<file path="src/rtl/msg_buf_ctrl.sv">
// Ping-pong sequencer for the 128-byte SHA-256 message register file: bytes are
// written into a free 64-byte bank while the other bank streams out as 16 big-endian words.
module msg_buf_ctrl #(
  parameter int         BLK_BYTES = 64,
  parameter logic [7:0] PARK_ADDR = 8'd255,
  parameter int         CNT_W     = 16
) (
  input  logic             clk,
  input  logic             rst,
  input  logic             clr,
  input  logic [7:0]       in_data,
  input  logic             in_valid,
  output logic             in_ready,
  output logic [7:0]       rf_data,
  output logic [7:0]       rf_addr_wr,
  output logic [4:0]       rf_addr_rd,
  input  logic [31:0]      rf_data_rd,
  output logic [31:0]      w_data,
  output logic             w_valid,
  input  logic             w_ready,
  output logic             w_last,
  output logic [1:0]       bank_full,
  output logic [CNT_W-1:0] blk_cnt
);

  typedef enum logic [1:0] {
    B_EMPTY   = 2'd0,
    B_FULL    = 2'd1,
    B_READING = 2'd2
  } bank_st_e;

  typedef enum logic {
    R_IDLE   = 1'b0,
    R_STREAM = 1'b1
  } rd_st_e;

  bank_st_e         bank_st_r [2];
  logic             fill_bank_r;
  logic [5:0]       byte_cnt_r;
  logic             rd_bank_r;
  logic [3:0]       word_cnt_r;
  rd_st_e           rd_st_r;
  logic             w_valid_r;
  logic             w_last_r;
  logic [CNT_W-1:0] blk_cnt_r;
  logic             in_ready_s;
  logic             wr_acc_s;

  // Write-side handshake; an idle cycle parks the address outside the file
  always_comb begin
    in_ready_s = 1'b0;
    wr_acc_s   = 1'b0;
    rf_addr_wr = PARK_ADDR;
    rf_data    = 8'd0;
    if (rst && !clr && (bank_st_r[fill_bank_r] == B_EMPTY)) begin
      in_ready_s = 1'b1;
    end else begin
      in_ready_s = 1'b0;
    end
    wr_acc_s = in_valid && in_ready_s;
    if (wr_acc_s) begin
      rf_addr_wr = {1'b0, fill_bank_r, byte_cnt_r};
      rf_data    = in_data;
    end else begin
      rf_addr_wr = PARK_ADDR;
      rf_data    = 8'd0;
    end
  end

  assign in_ready   = in_ready_s;
  assign rf_addr_rd = {rd_bank_r, word_cnt_r};
  assign w_data     = rf_data_rd;
  assign w_valid    = w_valid_r;
  assign w_last     = w_last_r;
  assign bank_full  = {bank_st_r[1] != B_EMPTY, bank_st_r[0] != B_EMPTY};
  assign blk_cnt    = blk_cnt_r;

  // Bank fill tracking and read stream sequencer
  always_ff @(posedge clk or negedge rst) begin
    if (!rst) begin
      bank_st_r[0] <= B_EMPTY;
      bank_st_r[1] <= B_EMPTY;
      fill_bank_r  <= 1'b0;
      byte_cnt_r   <= 6'd0;
      rd_bank_r    <= 1'b0;
      word_cnt_r   <= 4'd0;
      rd_st_r      <= R_IDLE;
      w_valid_r    <= 1'b0;
      w_last_r     <= 1'b0;
      blk_cnt_r    <= '0;
    end else if (clr) begin
      bank_st_r[0] <= B_EMPTY;
      bank_st_r[1] <= B_EMPTY;
      fill_bank_r  <= 1'b0;
      byte_cnt_r   <= 6'd0;
      rd_bank_r    <= 1'b0;
      word_cnt_r   <= 4'd0;
      rd_st_r      <= R_IDLE;
      w_valid_r    <= 1'b0;
      w_last_r     <= 1'b0;
    end else begin
      if (wr_acc_s) begin
        byte_cnt_r <= byte_cnt_r + 6'd1;
        if (byte_cnt_r == 6'(BLK_BYTES - 1)) begin
          bank_st_r[fill_bank_r] <= B_FULL;
          fill_bank_r            <= ~fill_bank_r;
        end
      end
      // Writes only ever target an EMPTY bank, so the two sides never touch the same entry
      case (rd_st_r)
        R_IDLE: begin
          if (bank_st_r[rd_bank_r] == B_FULL) begin
            bank_st_r[rd_bank_r] <= B_READING;
            rd_st_r              <= R_STREAM;
            w_valid_r            <= 1'b1;
            w_last_r             <= 1'b0;
          end
        end
        R_STREAM: begin
          if (w_ready) begin
            word_cnt_r <= word_cnt_r + 4'd1;
            w_last_r   <= (word_cnt_r == 4'd14);
            if (word_cnt_r == 4'd15) begin
              bank_st_r[rd_bank_r] <= B_EMPTY;
              rd_bank_r            <= ~rd_bank_r;
              blk_cnt_r            <= blk_cnt_r + 1'b1;
              rd_st_r              <= R_IDLE;
              w_valid_r            <= 1'b0;
              w_last_r             <= 1'b0;
            end
          end
        end
        default: begin
          rd_st_r   <= R_IDLE;
          w_valid_r <= 1'b0;
          w_last_r  <= 1'b0;
        end
      endcase
    end
  end

endmodule

</file>
<file path="config.mk">
export PLATFORM = sky130hd
export DESIGN_NAME = msg_buf_ctrl
export DESIGN_NICKNAME = d
export VERILOG_FILES = /design/src/rtl/msg_buf_ctrl.sv
export SDC_FILE = /design/constraint.sdc
export NUM_CORES = 1
export LEC_CHECK = 0
export CORE_ASPECT_RATIO = 0.8
export CORE_MARGIN = 1
export CORE_UTILIZATION = 43
export CTS_BUF_LIST = sky130_fd_sc_hd__clkbuf_2
export DETAILED_ROUTE_END_ITERATION = 10
export GPL_TIMING_DRIVEN = 0
export PLACE_DENSITY = 0.89
export SYNTH_ARGS = -nofsm -noshare
export SYNTH_HDL_FRONTEND = slang
export SYNTH_SLANG_ARGS = --single-unit
</file>
<file path="constraint.sdc">
create_clock -name clk -period 5 [get_ports clk]
set_clock_uncertainty 0.15 [all_clocks]
set_input_delay 0.5 -clock clk [delete_from_list [all_inputs] [get_ports clk]]
set_output_delay 0.5 -clock clk [all_outputs]
set_load 0.02 [all_outputs]
</file>
; ---- Word level (Yosys, flattened, before mapping)
; Cells that the tools add are included.
[totals]
out_inout_bits = 74
elab_cells = 106
reg_bits = 35
[classes]
eq_ne = 7
magnitude_cmp = 4
bitwise_logic = 14
add_sub_neg = 3
reduce_logical = 20
muxes = 48
[op_table]
columns = cell, count
row1 = $mux 4, 10
row2 = $mux 1, 20
row3 = $add 16x1->16 const B, 1
row4 = $mux 2, 8
row5 = $mux 8, 2
row6 = $reduce_bool 2->1, 7
row7 = $mux 6, 2
row8 = $eq 4x4->1 const B, 2
row9 = $pmux 4 s2, 1
row10 = $add 6x1->6 const B, 1
row11 = $eq 6x6->1 const B, 1
row12 = $ne 3x3->1 const B, 2
row13 = $pmux 1 s2, 3
row14 = $reduce_and 2->1, 3
row15 = $reduce_and 3->1, 2
row16 = $logic_and 1x1->1, 5
row17 = $add 4x1->4 const B, 1
row18 = $and 2x2->2, 2
row19 = $and 4x4->4, 1
row20 = $demux 2 s1, 2
row21 = $ge 2x2->1 const B, 2
row22 = $lt 2x1->1 const B, 2
row23 = $not 1->1, 4
row24 = $not 1->2, 2
row25 = 8 further kinds, 10

; ---- Depth between registers and ports, before layout
[depth]
ltp_word = 15
depth_mapped = 6
mapped_depth_nobuf = 5

; ---- Worst setup path before layout
; No wires, ideal clock.
[synth_timing]
path_type = register to output
start = register fill_bank_r
end = output rf_data[0]
arrival_time_ns = 1.453
required_ns = 4.350
n_path_buf = 1
path_stages_with_launch = 5
path_slack_ns = 2.897
path_cell_list = dfrtp_1 -> nor3_1 -> o2111a_2 -> clkbuf_1 -> and2_1
[synth_between]
elab_chain_cells = 9
[synth_rtl]
columns = item, line
row1 = from (decl), 38  ; logic fill_bank_r;
row2 = from (signal assigned), 106  ; fill_bank_r <= ~fill_bank_r;
row3 = $not 1->2 (not written as such), 55  ; if (rst && !clr && (bank_st_r[fill_bank_r] == B_EMPTY)) begin
row4 = $mux 2 (not written as such) (3 in series), 55
row5 = $logic_not 2->1, 55
row6 = $logic_and 1x1->1, 55
row7 = $mux 1, 55
row8 = $logic_and 1x1->1, 60  ; wr_acc_s = in_valid && in_ready_s;
row9 = $mux 8, 61  ; if (wr_acc_s) begin
row10 = to (decl), 14  ; output logic [7:0] rf_data,
; Every way passes these cells. The select of a mux whose other input is x is not followed.

; ---- Worst setup path in the final report
[layout_timing]
start = input rst
end = output rf_data[4]
[layout_between]
elab_chain_cells = 5
[layout_rtl]
columns = item, line
row1 = from (decl), 9  ; input logic rst,
row2 = $logic_and 1x1->1 (2 in series), 55
row3 = $mux 1, 55
row4 = $logic_and 1x1->1, 60
row5 = $mux 8, 61
; Every way passes these cells.

==> run summary <==
Max frequency - 289 MHz
Nature of the critical path endpoint - output pin
Worst Path Arrival - 2.81 ns
Net Count, Synth - 275
Library cells used by synthesis - 41
Flop pwr share - 0.537
Wirelength per Cell - 14.2 µm
Leak - 1.38 nW
CTS buffer count - 5
Largest family of logic cells by synthesized area - simple AND/OR/NAND/NOR gates
Synth Cell Area - 2100 µm²
GR Util All Layers - 0.222
FF/Latch Area - 876 µm²
Clock buffer depth - 2
Die Area - 5170 µm²
Synth area leader - dfrtp_1
Fin. Hold Viols - 0
Sequential cell area fraction in the yosys report - 0.417
Final min period - 3.46 ns
Number of global-route vias before repair - 1841
Layout cell share with drive strength beyond 1 - 0.153
Vias - 1964
Relative slew slack - 0.448
Power Total - 536 µW
EDFF count, synth - 0
CP required - 4.35 ns
Number of synthesis warnings - 0
CP max FO - 38
Grt ovf - 0
Total Negative Setup Slacks - 0 ns
Fillers - 365
Diodes inserted - 0
First-pass DRT Iterations - 4
Multi-input logic area - 925 µm²
Commonest cells post-synth - dfrtp_1 (35), buf_4 (33), nand2_1 (19), nor2_1 (16), xor2_1 (13)
Area Growth Syn to Fin - 46.1%
Worst-path cell chain - buf_2, o2111a_2, clkbuf_1, and2_1, clkdlybuf4s50_1
Root Driver - clkbuf_2
IO Count - 119
Layout Nets - 368
Synth Area in Simple Gates - 0.238
Crit path max-delay cell type - buf_2
Initial Util - 0.451
Hold/Removal Path Class - input pin to asynchronous set/reset pin
Internal power - 381 µW
Largest net degree at the start of global routing - 39
Post-CTS Setup Repair Bufs - 0
Worst reg-to-reg setup slack - 2.72 ns
PostCTS Resize Cnt - 0
Post-synth top flop - dfrtp_1
Final period utilization - 0.691
Initial antenna violation count - 0
Post-synthesis xor/xnor area fraction - 0.0834
Status - finished, final reports clean
Die Y - 64.5 µm
Die width - 80.1 µm
Peak supply drop - 0.0889 mV
Port buffer count - 86
Post-place setup slack - 1.56 ns
Cts hold-fix bufs - 0
Compound-Gate Fraction of Synth Area - 0.0852
Most frequent cell after synthesis - dfrtp_1
Final Wtd Congestion - 0.783
Dpl cells - 372
Layout Cells excl Fill - 380
Multiplexer share of the synthesized area - 0.0101
First-pass GRT wire length - 8760 µm
Post-Syn Instances - 226
Post-Synth Adder-Cell Area - 0.0238
RSZ-0062 raised after global routing - no
Synth area leaders - dfrtp_1 (42%), buf_4 (12%), xor2_1 (5.4%), nand2_1 (3.4%), xnor2_1 (2.9%)
DRT antenna net count - 0
Switching Fraction - 0.288
Core Rows - 22
Psw - 155 µW
Clock power frac - 0.245
Worst Hold Slack - 0.0251 ns
Number of remaining DRC errors - 0
Number of synthesized register bits - 35
Max-Cap Viols - 0
Slew @ Worst Pin - 0.827 ns
Worst path max stage delay - 0.63 ns
Ys async rst share - 1.00
Post-DP Area - 3030 µm²
Clock sink count - 35
HPWL Detailed - 4130 µm
CTS tree - done
Clk slew on worst S/H paths - 0.18 ns
Gate power share - 0.218
DRT iter0 DRCs - 98
Post-Layout Inst Area - 3070 µm²
Wirelength, routed - 5380 µm
CP startpoint kind - input pin
Final core utilization - 0.659
Setup ws final - 1.54 ns
Post-Syn Area per Cell - 9.29 µm²
Core area - 4650 µm²
Kind of critical path - input pin to output pin
CTS H-tree depth - 2
Clk Latency, worst-skew pair - 0.39 ns
Via-to-Cell Ratio - 5.17
PwrDens - 175 nW/µm²
Final setup viols - 0
Synth top area share - 0.417
Count of pins over their slew limit - 0
-- worst paths after layout --
path / to / depth (start not counted) / start
setup / recovery: rf_data[4] / 5 / rst
hold / removal: blk_cnt[13] / 1 / rst
setup reg to reg: blk_cnt[7] / 6 / word_cnt_r[1]
hold reg to reg: blk_cnt[15] / 1 / blk_cnt[15]
max in group asynchronous: blk_cnt[5] / 1 / rst
min in group clk: blk_cnt[15] / 1 / blk_cnt[15]
-- flip-flops by register name, indices dropped and copies added, names as in the netlist --
register and cells:
blk_cnt 16, byte_cnt_r 6, bank_st_r 4, word_cnt_r 4, fill_bank_r 1, rd_bank_r 1
rd_st_r 1, w_last 1, w_valid 1
-- cell type report --
| class | count | share of cell area |
|---|---|---|
| well taps | 60 | 0.0245 |
| repair buffers | 86 | 0.279 |
| clock buffers | 6 | 0.00979 |
| multi-input cells | 145 | 0.301 |
| flip-flops and latches | 35 | 0.285 |
| clock inverters | 2 | 0.00245 |
| inverters | 7 | 0.00938 |
| plain buffers | 39 | 0.0881 |
-- cells in the final DEF, fill, tap and decap left out, drive strengths merged --
cell type      netlist  layout
a211oi               3       3
a21oi               10      10
a31oi                1       1
and2                 9       9
and3                 3       3
and3b                1       1
and4                 2       2
and4b                2       2
buf                 34      35
clkbuf               5      11
clkdlybuf4s50        0      85
clkinv               0       2
dfrtp               35      35
ha                   4       4
inv                  7       7
mux2                 1       1
mux2i                1       1
nand2               19      19
nand2b               2       2
nand3                9       9
nand4                4       4
nor2                16      16
nor3                10      10
nor3b                2       2
nor4                 1       1
o2111a               1       1
o211a                1       1
o211ai               2       2
o21a                 1       1
o21ai                5       5
o31a                 1       1
o31ai                1       1
o41ai                1       1
or2                  3       3
or2b                 6       6
or3                  3       3
xnor2                7       7
xor2                13      13
-- routing by layer --
metal | GRT usage | routed length (µm)
met5 | 0 | 0
met4 | 0.107 | 136
met3 | 0.0324 | 270
met1 | 0.280 | 2220
met2 | 0.371 | 2750
-- logic make-up (layout without fill, tap and decap cells) --
kind of cell,Yosys count,in the layout
simple gates,92,92
buf+inv,46,140
flops,35,35
compound gates,27,27
xor+xnor,20,20
fa+ha+maj,4,4
mux,2,2
-- power groups by stage --
| stage | Clock (mW) | Sequential [mW] | Combinational (mW) |
|---|---|---|---|
| after global routing | 0.141 | 0.288 | 0.124 |
| after detailed placement | 0 | 0.293 | 0.117 |
| after floorplan | 0 | 0.293 | 0.0586 |
| final | 0.131 | 0.288 | 0.117 |
| after global placement | 0 | 0.293 | 0.116 |
| after CTS | 0.131 | 0.288 | 0.118 |
-- critical path, delay by kind of cell --
| kind | cells | cell delay (ns) |
|---|---|---|
| buffers and inverters | 3 | 1.59 |
| and+or+nand+nor | 1 | 0.22 |
| AOI/OAI and AO/OA | 1 | 0.48 |
No activity file was read; power rests on OpenSTA's default activity.
